<file path="src/rtl/rv32imc_1p_wb_if.sv">
// Write-back bus bundle for rv32imc_1p_wb.
// Carries the ALU/load/mul-div result ports, the issue scoreboard port, the
// hazard query port and the register-file write port.
//   master : result producers, issue and hazard logic (drives requests)
//   slave  : write-back block (drives readies, stall, conflict, rf write)
interface rv32imc_1p_wb_if;
  localparam int unsigned XLEN = 32;
  localparam int unsigned RW   = 5;

  logic            alu_valid;
  logic [RW-1:0]   alu_rd;
  logic [XLEN-1:0] alu_dat;

  logic            ld_valid;
  logic            ld_ready;
  logic [RW-1:0]   ld_rd;
  logic [XLEN-1:0] ld_dat;

  logic            md_valid;
  logic            md_ready;
  logic [RW-1:0]   md_rd;
  logic [XLEN-1:0] md_dat;

  logic            iss_valid;
  logic [RW-1:0]   iss_rd;

  logic [RW-1:0]   rs1_addr;
  logic [RW-1:0]   rs2_addr;
  logic            stall;
  logic            sb_conflict;

  logic            c_rf_write;
  logic [RW-1:0]   rd_addr;
  logic [XLEN-1:0] rd_dati;

  modport master (
    output alu_valid, alu_rd, alu_dat,
    output ld_valid, ld_rd, ld_dat,
    output md_valid, md_rd, md_dat,
    output iss_valid, iss_rd,
    output rs1_addr, rs2_addr,
    input  ld_ready, md_ready, stall, sb_conflict,
    input  c_rf_write, rd_addr, rd_dati
  );

  modport slave (
    input  alu_valid, alu_rd, alu_dat,
    input  ld_valid, ld_rd, ld_dat,
    input  md_valid, md_rd, md_dat,
    input  iss_valid, iss_rd,
    input  rs1_addr, rs2_addr,
    output ld_ready, md_ready, stall, sb_conflict,
    output c_rf_write, rd_addr, rd_dati
  );
endinterface

</file>
<file path="src/rtl/rv32imc_1p_wb.sv">
// Single-port register-file write-back arbiter with long-latency scoreboard.
// Ports:
//   clk     : rising-edge clock
//   reset_n : asynchronous active-low reset
//   bus     : rv32imc_1p_wb_if.slave (result ports, issue port, hazard port,
//             register-file write port)
// One result per cycle is accepted, priority ALU > load > mul/div, and written
// one cycle later. A 32-bit pending scoreboard tracks load/mul-div destinations.
// Optional feature: define RV32IMC_1P_WB_MDQ_EN to place a 2-entry FIFO on the
// mul/div result port; its head then competes at lowest priority.
module rv32imc_1p_wb (
  input  logic           clk,
  input  logic           reset_n,
  rv32imc_1p_wb_if.slave bus
);
  localparam int unsigned XLEN = 32;
  localparam int unsigned RW   = 5;
  localparam int unsigned NREG = 32;

  typedef struct packed {
    logic [RW-1:0]   rd;
    logic [XLEN-1:0] dat;
  } wb_res_t;

  // Mul/div source seen by the arbiter (FIFO head or raw port)
  wb_res_t md_head;
  logic    md_head_valid;
  logic    md_ready_int;

`ifdef RV32IMC_1P_WB_MDQ_EN
  localparam int unsigned MDQ_DEPTH = 2;

  wb_res_t    mdq_mem_q [MDQ_DEPTH];
  logic       mdq_wr_ptr_q;
  logic       mdq_rd_ptr_q;
  logic [1:0] mdq_cnt_q;
  logic       mdq_push;
  logic       mdq_pop;

  // Full blocks a push even if the head drains this cycle
  assign md_ready_int  = (mdq_cnt_q != 2'(MDQ_DEPTH));
  assign md_head_valid = (mdq_cnt_q != 2'd0);
  assign md_head       = mdq_mem_q[mdq_rd_ptr_q];
  assign mdq_push      = bus.md_valid & md_ready_int;
  assign mdq_pop       = md_head_valid & ~bus.alu_valid & ~bus.ld_valid;

  // FIFO storage and pointers
  always_ff @(posedge clk or negedge reset_n) begin
    if (!reset_n) begin
      for (int i = 0; i < int'(MDQ_DEPTH); i++) mdq_mem_q[i] <= '0;
      mdq_wr_ptr_q <= 1'b0;
      mdq_rd_ptr_q <= 1'b0;
      mdq_cnt_q    <= 2'd0;
    end else begin
      if (mdq_push) begin
        mdq_mem_q[mdq_wr_ptr_q] <= {bus.md_rd, bus.md_dat};
        mdq_wr_ptr_q            <= ~mdq_wr_ptr_q;
      end
      if (mdq_pop) mdq_rd_ptr_q <= ~mdq_rd_ptr_q;
      case ({mdq_push, mdq_pop})
        2'b10:   mdq_cnt_q <= mdq_cnt_q + 2'd1;
        2'b01:   mdq_cnt_q <= mdq_cnt_q - 2'd1;
        default: mdq_cnt_q <= mdq_cnt_q;
      endcase
    end
  end
`else
  assign md_ready_int  = ~bus.alu_valid & ~bus.ld_valid;
  assign md_head_valid = bus.md_valid;
  assign md_head       = {bus.md_rd, bus.md_dat};
`endif

  assign bus.md_ready = md_ready_int;
  assign bus.ld_ready = ~bus.alu_valid;

  // Fixed-priority result select
  wb_res_t sel_res;
  logic    sel_valid;
  logic    sel_clr;

  always_comb begin
    sel_valid = 1'b0;
    sel_clr   = 1'b0;
    sel_res   = '0;
    if (bus.alu_valid) begin
      sel_valid = 1'b1;
      sel_res   = {bus.alu_rd, bus.alu_dat};
    end else if (bus.ld_valid) begin
      sel_valid = 1'b1;
      sel_clr   = 1'b1;
      sel_res   = {bus.ld_rd, bus.ld_dat};
    end else if (md_head_valid) begin
      sel_valid = 1'b1;
      sel_clr   = 1'b1;
      sel_res   = md_head;
    end
  end

  // Write-port and scoreboard registers
  logic            wr_q,   wr_d;
  logic            clr_q,  clr_d;
  logic [RW-1:0]   rd_addr_q, rd_addr_d;
  logic [XLEN-1:0] rd_dati_q, rd_dati_d;
  logic [NREG-1:0] pending_q, pending_d;
  logic            sb_conflict_q, sb_conflict_d;
  logic            iss_set;

  always_comb begin
    wr_d      = sel_valid & (sel_res.rd != '0);
    clr_d     = sel_valid & sel_clr & (sel_res.rd != '0);
    rd_addr_d = rd_addr_q;
    rd_dati_d = rd_dati_q;
    if (sel_valid) begin
      rd_addr_d = sel_res.rd;
      rd_dati_d = sel_res.dat;
    end
  end

  // Clear is applied first so a same-cycle issue to that rd keeps it pending
  always_comb begin
    iss_set   = bus.iss_valid & (bus.iss_rd != '0);
    pending_d = pending_q;
    if (clr_q) pending_d[rd_addr_q] = 1'b0;
    if (iss_set) pending_d[bus.iss_rd] = 1'b1;
    pending_d[0] = 1'b0;
    sb_conflict_d = iss_set & pending_q[bus.iss_rd]
                  & ~(clr_q & (rd_addr_q == bus.iss_rd));
  end

  always_ff @(posedge clk or negedge reset_n) begin
    if (!reset_n) begin
      wr_q          <= 1'b0;
      clr_q         <= 1'b0;
      rd_addr_q     <= '0;
      rd_dati_q     <= '0;
      pending_q     <= '0;
      sb_conflict_q <= 1'b0;
    end else begin
      wr_q          <= wr_d;
      clr_q         <= clr_d;
      rd_addr_q     <= rd_addr_d;
      rd_dati_q     <= rd_dati_d;
      pending_q     <= pending_d;
      sb_conflict_q <= sb_conflict_d;
    end
  end

  assign bus.c_rf_write  = wr_q;
  assign bus.rd_addr     = rd_addr_q;
  assign bus.rd_dati     = rd_dati_q;
  assign bus.sb_conflict = sb_conflict_q;

  // Hazard check from the registered scoreboard only
  assign bus.stall = ((bus.rs1_addr != '0) & pending_q[bus.rs1_addr])
                   | ((bus.rs2_addr != '0) & pending_q[bus.rs2_addr]);
endmodule

</file>
<file path="src/flat_wrapper.sv">
// flat-port wrapper written by rule: the top's interface ports become plain ports
module rv32imc_1p_wb_flat 
  (clk, reset_n, bus_alu_valid, bus_alu_rd, bus_alu_dat, bus_ld_valid, bus_ld_rd, bus_ld_dat, bus_md_valid, bus_md_rd, bus_md_dat, bus_iss_valid, bus_iss_rd, bus_rs1_addr, bus_rs2_addr, bus_ld_ready, bus_md_ready, bus_stall, bus_sb_conflict, bus_c_rf_write, bus_rd_addr, bus_rd_dati);
  rv32imc_1p_wb_if bus_i ();
  input  logic clk;
  input  logic reset_n;
  input wire logic [$bits(bus_i.alu_valid)-1:0] bus_alu_valid;
  input wire logic [$bits(bus_i.alu_rd)-1:0] bus_alu_rd;
  input wire logic [$bits(bus_i.alu_dat)-1:0] bus_alu_dat;
  input wire logic [$bits(bus_i.ld_valid)-1:0] bus_ld_valid;
  input wire logic [$bits(bus_i.ld_rd)-1:0] bus_ld_rd;
  input wire logic [$bits(bus_i.ld_dat)-1:0] bus_ld_dat;
  input wire logic [$bits(bus_i.md_valid)-1:0] bus_md_valid;
  input wire logic [$bits(bus_i.md_rd)-1:0] bus_md_rd;
  input wire logic [$bits(bus_i.md_dat)-1:0] bus_md_dat;
  input wire logic [$bits(bus_i.iss_valid)-1:0] bus_iss_valid;
  input wire logic [$bits(bus_i.iss_rd)-1:0] bus_iss_rd;
  input wire logic [$bits(bus_i.rs1_addr)-1:0] bus_rs1_addr;
  input wire logic [$bits(bus_i.rs2_addr)-1:0] bus_rs2_addr;
  output wire logic [$bits(bus_i.ld_ready)-1:0] bus_ld_ready;
  output wire logic [$bits(bus_i.md_ready)-1:0] bus_md_ready;
  output wire logic [$bits(bus_i.stall)-1:0] bus_stall;
  output wire logic [$bits(bus_i.sb_conflict)-1:0] bus_sb_conflict;
  output wire logic [$bits(bus_i.c_rf_write)-1:0] bus_c_rf_write;
  output wire logic [$bits(bus_i.rd_addr)-1:0] bus_rd_addr;
  output wire logic [$bits(bus_i.rd_dati)-1:0] bus_rd_dati;
  assign bus_i.alu_valid = bus_alu_valid;
  assign bus_i.alu_rd = bus_alu_rd;
  assign bus_i.alu_dat = bus_alu_dat;
  assign bus_i.ld_valid = bus_ld_valid;
  assign bus_i.ld_rd = bus_ld_rd;
  assign bus_i.ld_dat = bus_ld_dat;
  assign bus_i.md_valid = bus_md_valid;
  assign bus_i.md_rd = bus_md_rd;
  assign bus_i.md_dat = bus_md_dat;
  assign bus_i.iss_valid = bus_iss_valid;
  assign bus_i.iss_rd = bus_iss_rd;
  assign bus_i.rs1_addr = bus_rs1_addr;
  assign bus_i.rs2_addr = bus_rs2_addr;
  assign bus_ld_ready = bus_i.ld_ready;
  assign bus_md_ready = bus_i.md_ready;
  assign bus_stall = bus_i.stall;
  assign bus_sb_conflict = bus_i.sb_conflict;
  assign bus_c_rf_write = bus_i.c_rf_write;
  assign bus_rd_addr = bus_i.rd_addr;
  assign bus_rd_dati = bus_i.rd_dati;
  rv32imc_1p_wb u_core (.clk(clk), .reset_n(reset_n), .bus(bus_i));
endmodule
</file>
<file path="config.mk">
export PLATFORM = sky130hd
export DESIGN_NAME = rv32imc_1p_wb_flat
export DESIGN_NICKNAME = d
export VERILOG_FILES = /design/src/rtl/rv32imc_1p_wb_if.sv /design/src/rtl/rv32imc_1p_wb.sv /design/src/flat_wrapper.sv
export SDC_FILE = /design/constraint.sdc
export NUM_CORES = 1
export LEC_CHECK = 0
export ABC_CLOCK_PERIOD_IN_PS = 3100
export CELL_PAD_IN_SITES_DETAIL_PLACEMENT = 0
export CELL_PAD_IN_SITES_GLOBAL_PLACEMENT = 2
export CORE_AREA = 2 2 96 167
export DETAILED_ROUTE_END_ITERATION = 8
export DIE_AREA = 0 0 98 169
export GPL_TIMING_DRIVEN = 1
export PLACE_DENSITY_LB_ADDON = 0.1
export SYNTH_ARGS = -nofsm -noshare
export SYNTH_HDL_FRONTEND = slang
export SYNTH_SLANG_ARGS = --single-unit
</file>
<file path="constraint.sdc">
create_clock -name clk -period 3.1 [get_ports clk]
set_input_delay 0.465 -clock clk [delete_from_list [all_inputs] [get_ports clk]]
set_output_delay 0.465 -clock clk [all_outputs]
set_load 0.1 [all_outputs]
</file>
# [Yosys cells after proc, flatten, opt, wreduce, memory -nomap -nowiden]
# Cells that the tools add are included.
[totals] reg_bits=71 in_bits=132 out_inout_bits=42 word_cells=55
[op_classes] order_cmp=6 eq_ne=1 mux=19 bitwise_logic=17 reduce_logical=6
[ops] operator="37-bit two-way mux" n=3
[ops] operator="32-bit two-way mux" n=2
[ops] operator="32-bit bitwise AND" n=1
[ops] operator="32-bit inverter" n=1
[ops] operator="32-bit bitwise OR" n=1
[ops] operator="5-bit by 6-bit less-than comparator with 1-bit output, second input constant" n=4
[ops] operator="5-bit nonzero test" n=4
[ops] operator="1-bit binary-select mux with 5-bit select" n=3
[ops] operator="1-bit bitwise AND" n=10
[ops] operator="1-bit demux with 5-bit select" n=2
[ops] operator="5-bit by 1-bit greater-or-equal comparator with 1-bit output, second input constant" n=2
[ops] operator="1-bit two-way mux" n=9
[ops] operator="5-bit == test" n=1
[ops] operator="1-bit inverter" n=3
[ops] operator="1-bit logical AND" n=2
[ops] operator="1-bit bitwise OR" n=1

# [Longest topological paths before layout]
[depth] depth_word=9 mapped_depth=7 mapped_depth_nobuf=5

# [Worst setup path before layout]
# Ideal clock, no wire load.
[synth_timing] path_kind="input-to-output" startpoint="input port bus_rs2_addr[0]" endpoint="output port bus_stall" arrival_time_ns=2.110 required_time_ns=2.635 slack_ns=0.525 cell_stages=5 path_buffers=1 path_cell_list="buf_6 -> mux4_1 -> o2111ai_1 -> nand4_1 -> or3_1"
[synth_between] elab_chain_cells=4 word_cells_on_any_way=5 cone_classes="2 x mux; 2 x bitwise; 1 x reduce/logical"
[synth_rtl] element="start: declaration" line="flat_wrapper.sv:19" source="input wire logic [$bits(bus_i.rs2_addr)-1:0] bus_rs2_addr;"
[synth_rtl] element="1-bit binary-select mux with 5-bit select" line="rv32imc_1p_wb.sv:155" source="| ((bus.rs2_addr != '0) & pending_q[bus.rs2_addr]);"
[synth_rtl] element="1-bit two-way mux (not written as such)" line="rv32imc_1p_wb.sv:155"
[synth_rtl] element="1-bit bitwise AND *" line="rv32imc_1p_wb.sv:155"
[synth_rtl] element="1-bit bitwise OR *" line="rv32imc_1p_wb.sv:155"
[synth_rtl] element="end: declaration" line="flat_wrapper.sv:22" source="output wire logic [$bits(bus_i.stall)-1:0] bus_stall;"
# Mark *: on every way between the ends. The rest lies on a longest branch, timed or not. The select of a mux whose other input is x is not followed.

# [Worst setup path after layout]
[layout_timing] startpoint="input port bus_rs1_addr[2]" endpoint="output port bus_stall"
[layout_between] elab_chain_cells=4 word_cells_on_any_way=5 cone_classes="2 x mux; 2 x bitwise; 1 x reduce/logical"
[layout_rtl] element="start: declaration" line="flat_wrapper.sv:18" source="input wire logic [$bits(bus_i.rs1_addr)-1:0] bus_rs1_addr;"
[layout_rtl] element="1-bit binary-select mux with 5-bit select" line="rv32imc_1p_wb.sv:154" source="assign bus.stall = ((bus.rs1_addr != '0) & pending_q[bus.rs1_addr])"
[layout_rtl] element="1-bit two-way mux (not written as such)" line="rv32imc_1p_wb.sv:154"
[layout_rtl] element="1-bit bitwise AND *" line="rv32imc_1p_wb.sv:154"
[layout_rtl] element="1-bit bitwise OR *" line="rv32imc_1p_wb.sv:155"
# Marked as above.

==> flow_summary.json <==
{
  "routed_wl_mm": 16.2,
  "post-cts-setup-buffers": 0,
  "portBuffers": 173,
  "pwr_density_cell_nw_per_um2": 580,
  "end_kind": "output port",
  "hold_buffers": 0,
  "synth_flop_cell": "dfrtp_1",
  "fillers": 1517,
  "async_flop_share_pct": 100,
  "synth_top_area_share_pct": 44.4,
  "cts_tree": "built",
  "finalSetupViolations": 0,
  "grt_max_degree": 72,
  "routedWlPerCell_um": 21.3,
  "status": "complete, no violations",
  "slew_headroom_pct": 54.6,
  "detailedPlace.worstSlack_ns": -0.0447,
  "rsz0062_at_grt": "no",
  "grt_pass1_vias": 4268,
  "ios": 174,
  "cts_buffer_depth": 2,
  "die_area_um2": 16600,
  "placedInstanceArea_um2": 5860,
  "vias": 4153,
  "fin_nets": 701,
  "synth_cell_type_count": 40,
  "antenna_found_initial": 0,
  "critPathMaxFanout": 8,
  "drc": 0,
  "fin_cells": 760,
  "worstMarginPinSlew_ns": 0.679,
  "synth.most_common_cell": "dfrtp_1",
  "fin_area_um2": 6160,
  "numCtsBuffers": 9,
  "areaGrowthSynthToFinish_pct": 53.8,
  "syn_area_um2": 4010,
  "rows": 60,
  "clkLatencyLatePin_ns": 0.33,
  "die_h_um": 169,
  "hold_viol_final": 0,
  "critical_path_required_ns": 2.63,
  "syn-instance-count": 403,
  "ctsResizeCount": 1,
  "period_share_pct": 94.1,
  "ys_warn_count": 0,
  "diodes": 0,
  "critical_path_class": "input pin to output port",
  "grt.overflow.total": 0,
  "synth_edf_count": 0,
  "synth_top_cell_by_area": "dfrtp_1",
  "ys_ff_latch": 71,
  "viasPerCell": 5.46,
  "finClkSkew_ns": 0.0120,
  "grt_pass1_wl_mm": 24.5,
  "cp.arrival_ns": 2.45,
  "ctsHtreeMaxLevel": 3,
  "crit_path_start_kind": "input pin",
  "start_util_pct": 26.3,
  "fmax_mhz": 343,
  "cts.sinks": 71,
  "clk_pin_slew_ns": 0.06,
  "drv_cap": 0,
  "period_needed_ns": 2.92,
  "yosys-top-cells-area": "dfrtp_1 44%, o22ai_1 9.8%, o21ai_0 7.7%",
  "globalRouteTotalUtil_pct": 19.2,
  "postRouteAntennaNets": 0,
  "core-area_um2": 15200,
  "synth_nets": 535,
  "drt-initial-drc-count": 174,
  "dp.cells": 744,
  "syn_area_per_cell_um2": 9.94,
  "peakVddDrop_mv": 0.252,
  "die_w_um": 98,
  "synthTopCellsByCount": "71 x dfrtp_1, 63 x o22ai_1, 62 x o21ai_0, 35 x a21oi_1, 22 x clkbuf_1",
  "drt_pass1_iterations": 4,
  "dp_hpwl_mm": 12.4,
  "root_buffer": "clkbuf_16",
  "hold_path_class": "input pin to async pin",
  "drive_above_1_share_pct": 15.9,
  "timing.final.ws_setup_ns": 0.183,
  "drv_slew": 0,
  "p_leak_nw": 2.34,
  "whs_ns": 0.135,
  "place_congestion": 0.907,
  "ys_seq_area_share_pct": 44.4
}
-- path summary, 6_finish.rpt --
| path | startpoint | endpoint | slack [ns] | cells after the start |
|---|---|---|---|---|
| worst max-delay path | bus_rs1_addr[2] | bus_stall | 0.18 | 6 |
| worst min-delay path | reset_n | u_core.bus.rd_dati[22]$_DFFE_PN0P_ | 0.13 | 2 |
| worst max register to register | u_core.pending_q[22]$_DFF_PN0_ | u_core.bus.sb_conflict$_DFF_PN0_ | 1.52 | 4 |
| worst min register to register | u_core.bus.rd_dati[31]$_DFFE_PN0P_ | u_core.bus.rd_dati[31]$_DFFE_PN0P_ | 0.57 | 2 |
| max in group asynchronous | reset_n | u_core.bus.rd_addr[1]$_DFFE_PN0P_ | 2.61 | 2 |
| min in group clk | u_core.bus.rd_dati[31]$_DFFE_PN0P_ | u_core.bus.rd_dati[31]$_DFFE_PN0P_ | 0.57 | 2 |
-- flip-flops by register name, indices dropped and copies added, names as in the netlist --
| register | count |
|---|---|
| u_core.bus.c_rf_write | 1 |
| u_core.pending_q | 31 |
| u_core.bus.rd_addr | 5 |
| u_core.bus.rd_dati | 32 |
| u_core.bus.sb_conflict | 1 |
| u_core.clr_q | 1 |
-- per-layer routing --
metal / vias to the layer above / global-route usage, % / wire [µm]
li1: 1925 / - / -
met1: 1996 / 19.2 / 5660
met2: 191 / 35.9 / 8730
met3: 41 / 5.74 / 1120
met4: 0 / 8.94 / 664
met5: - / 0 / 0
-- where the power goes --
group / total (mW) / leakage (nW) / switching [mW] / internal [mW]
clock network: 0.990 / 0.131 / 0.424 / 0.566
logic: 1.22 / 1.43 / 0.721 / 0.503
registers: 1.36 / 0.775 / 0.257 / 1.10
total: 3.57 / 2.34 / 1.40 / 2.17
-- kinds of logic (layout without fill, tap and decap cells) --
kind of cell | count (synthesis) | count (layout) | synth area share (%)
AOI/OAI and AO/OA | 195 | 195 | 28.5
xor gates and xnor gates | 5 | 5 | 1.09
buffers and inverters | 39 | 210 | 4.15
DFF | 71 | 71 | 44.4
muxes | 29 | 29 | 12.8
and+or+nand+nor | 64 | 64 | 9.09
-- critical path, cell delays in order --
cell	delay (ns)
clkdlybuf4s50_1	0.65
mux4_1	0.35
o2111ai_1	0.19
o41ai_1	0.15
or3_1	0.44
buf_12	0.19
-- per-stage QoR --
stage | power (mW) | setup TNS [ns] | utilization (%)
floorplan | 2.06 | 0 | -
global placement | 2.58 | -0.0125 | 38.4
detailed placement | 2.59 | -0.0447 | 38.4
CTS | 3.59 | 0 | 40.3
global route | 3.73 | 0 | 40.4
finish | 3.57 | 0 | 40.4
-- layout make-up --
class	count	area [µm²]	share of cell area [%]
Tap cell	186	233	3.78
Clock inverter	6	45.0	0.731
Sequential cell	71	1780	28.8
Clock buffer	10	239	3.88
Multi-Input combinational cell	293	2070	33.7
Timing Repair Buffer	186	1760	28.6
Inverter	8	30.0	0.488
-- cells in the final DEF, fill, tap and decap left out, types with 11 or more instances in the layout --
cell type	instances
clkdlybuf4s50_1	128
dfrtp_1	71
o22ai_1	63
o21ai_0	62
buf_4	51
a21oi_1	35
nand2_1	14
nand3b_1	11
mux4_2	11
mux2i_1	11
(Power assumes the default switching activity.)
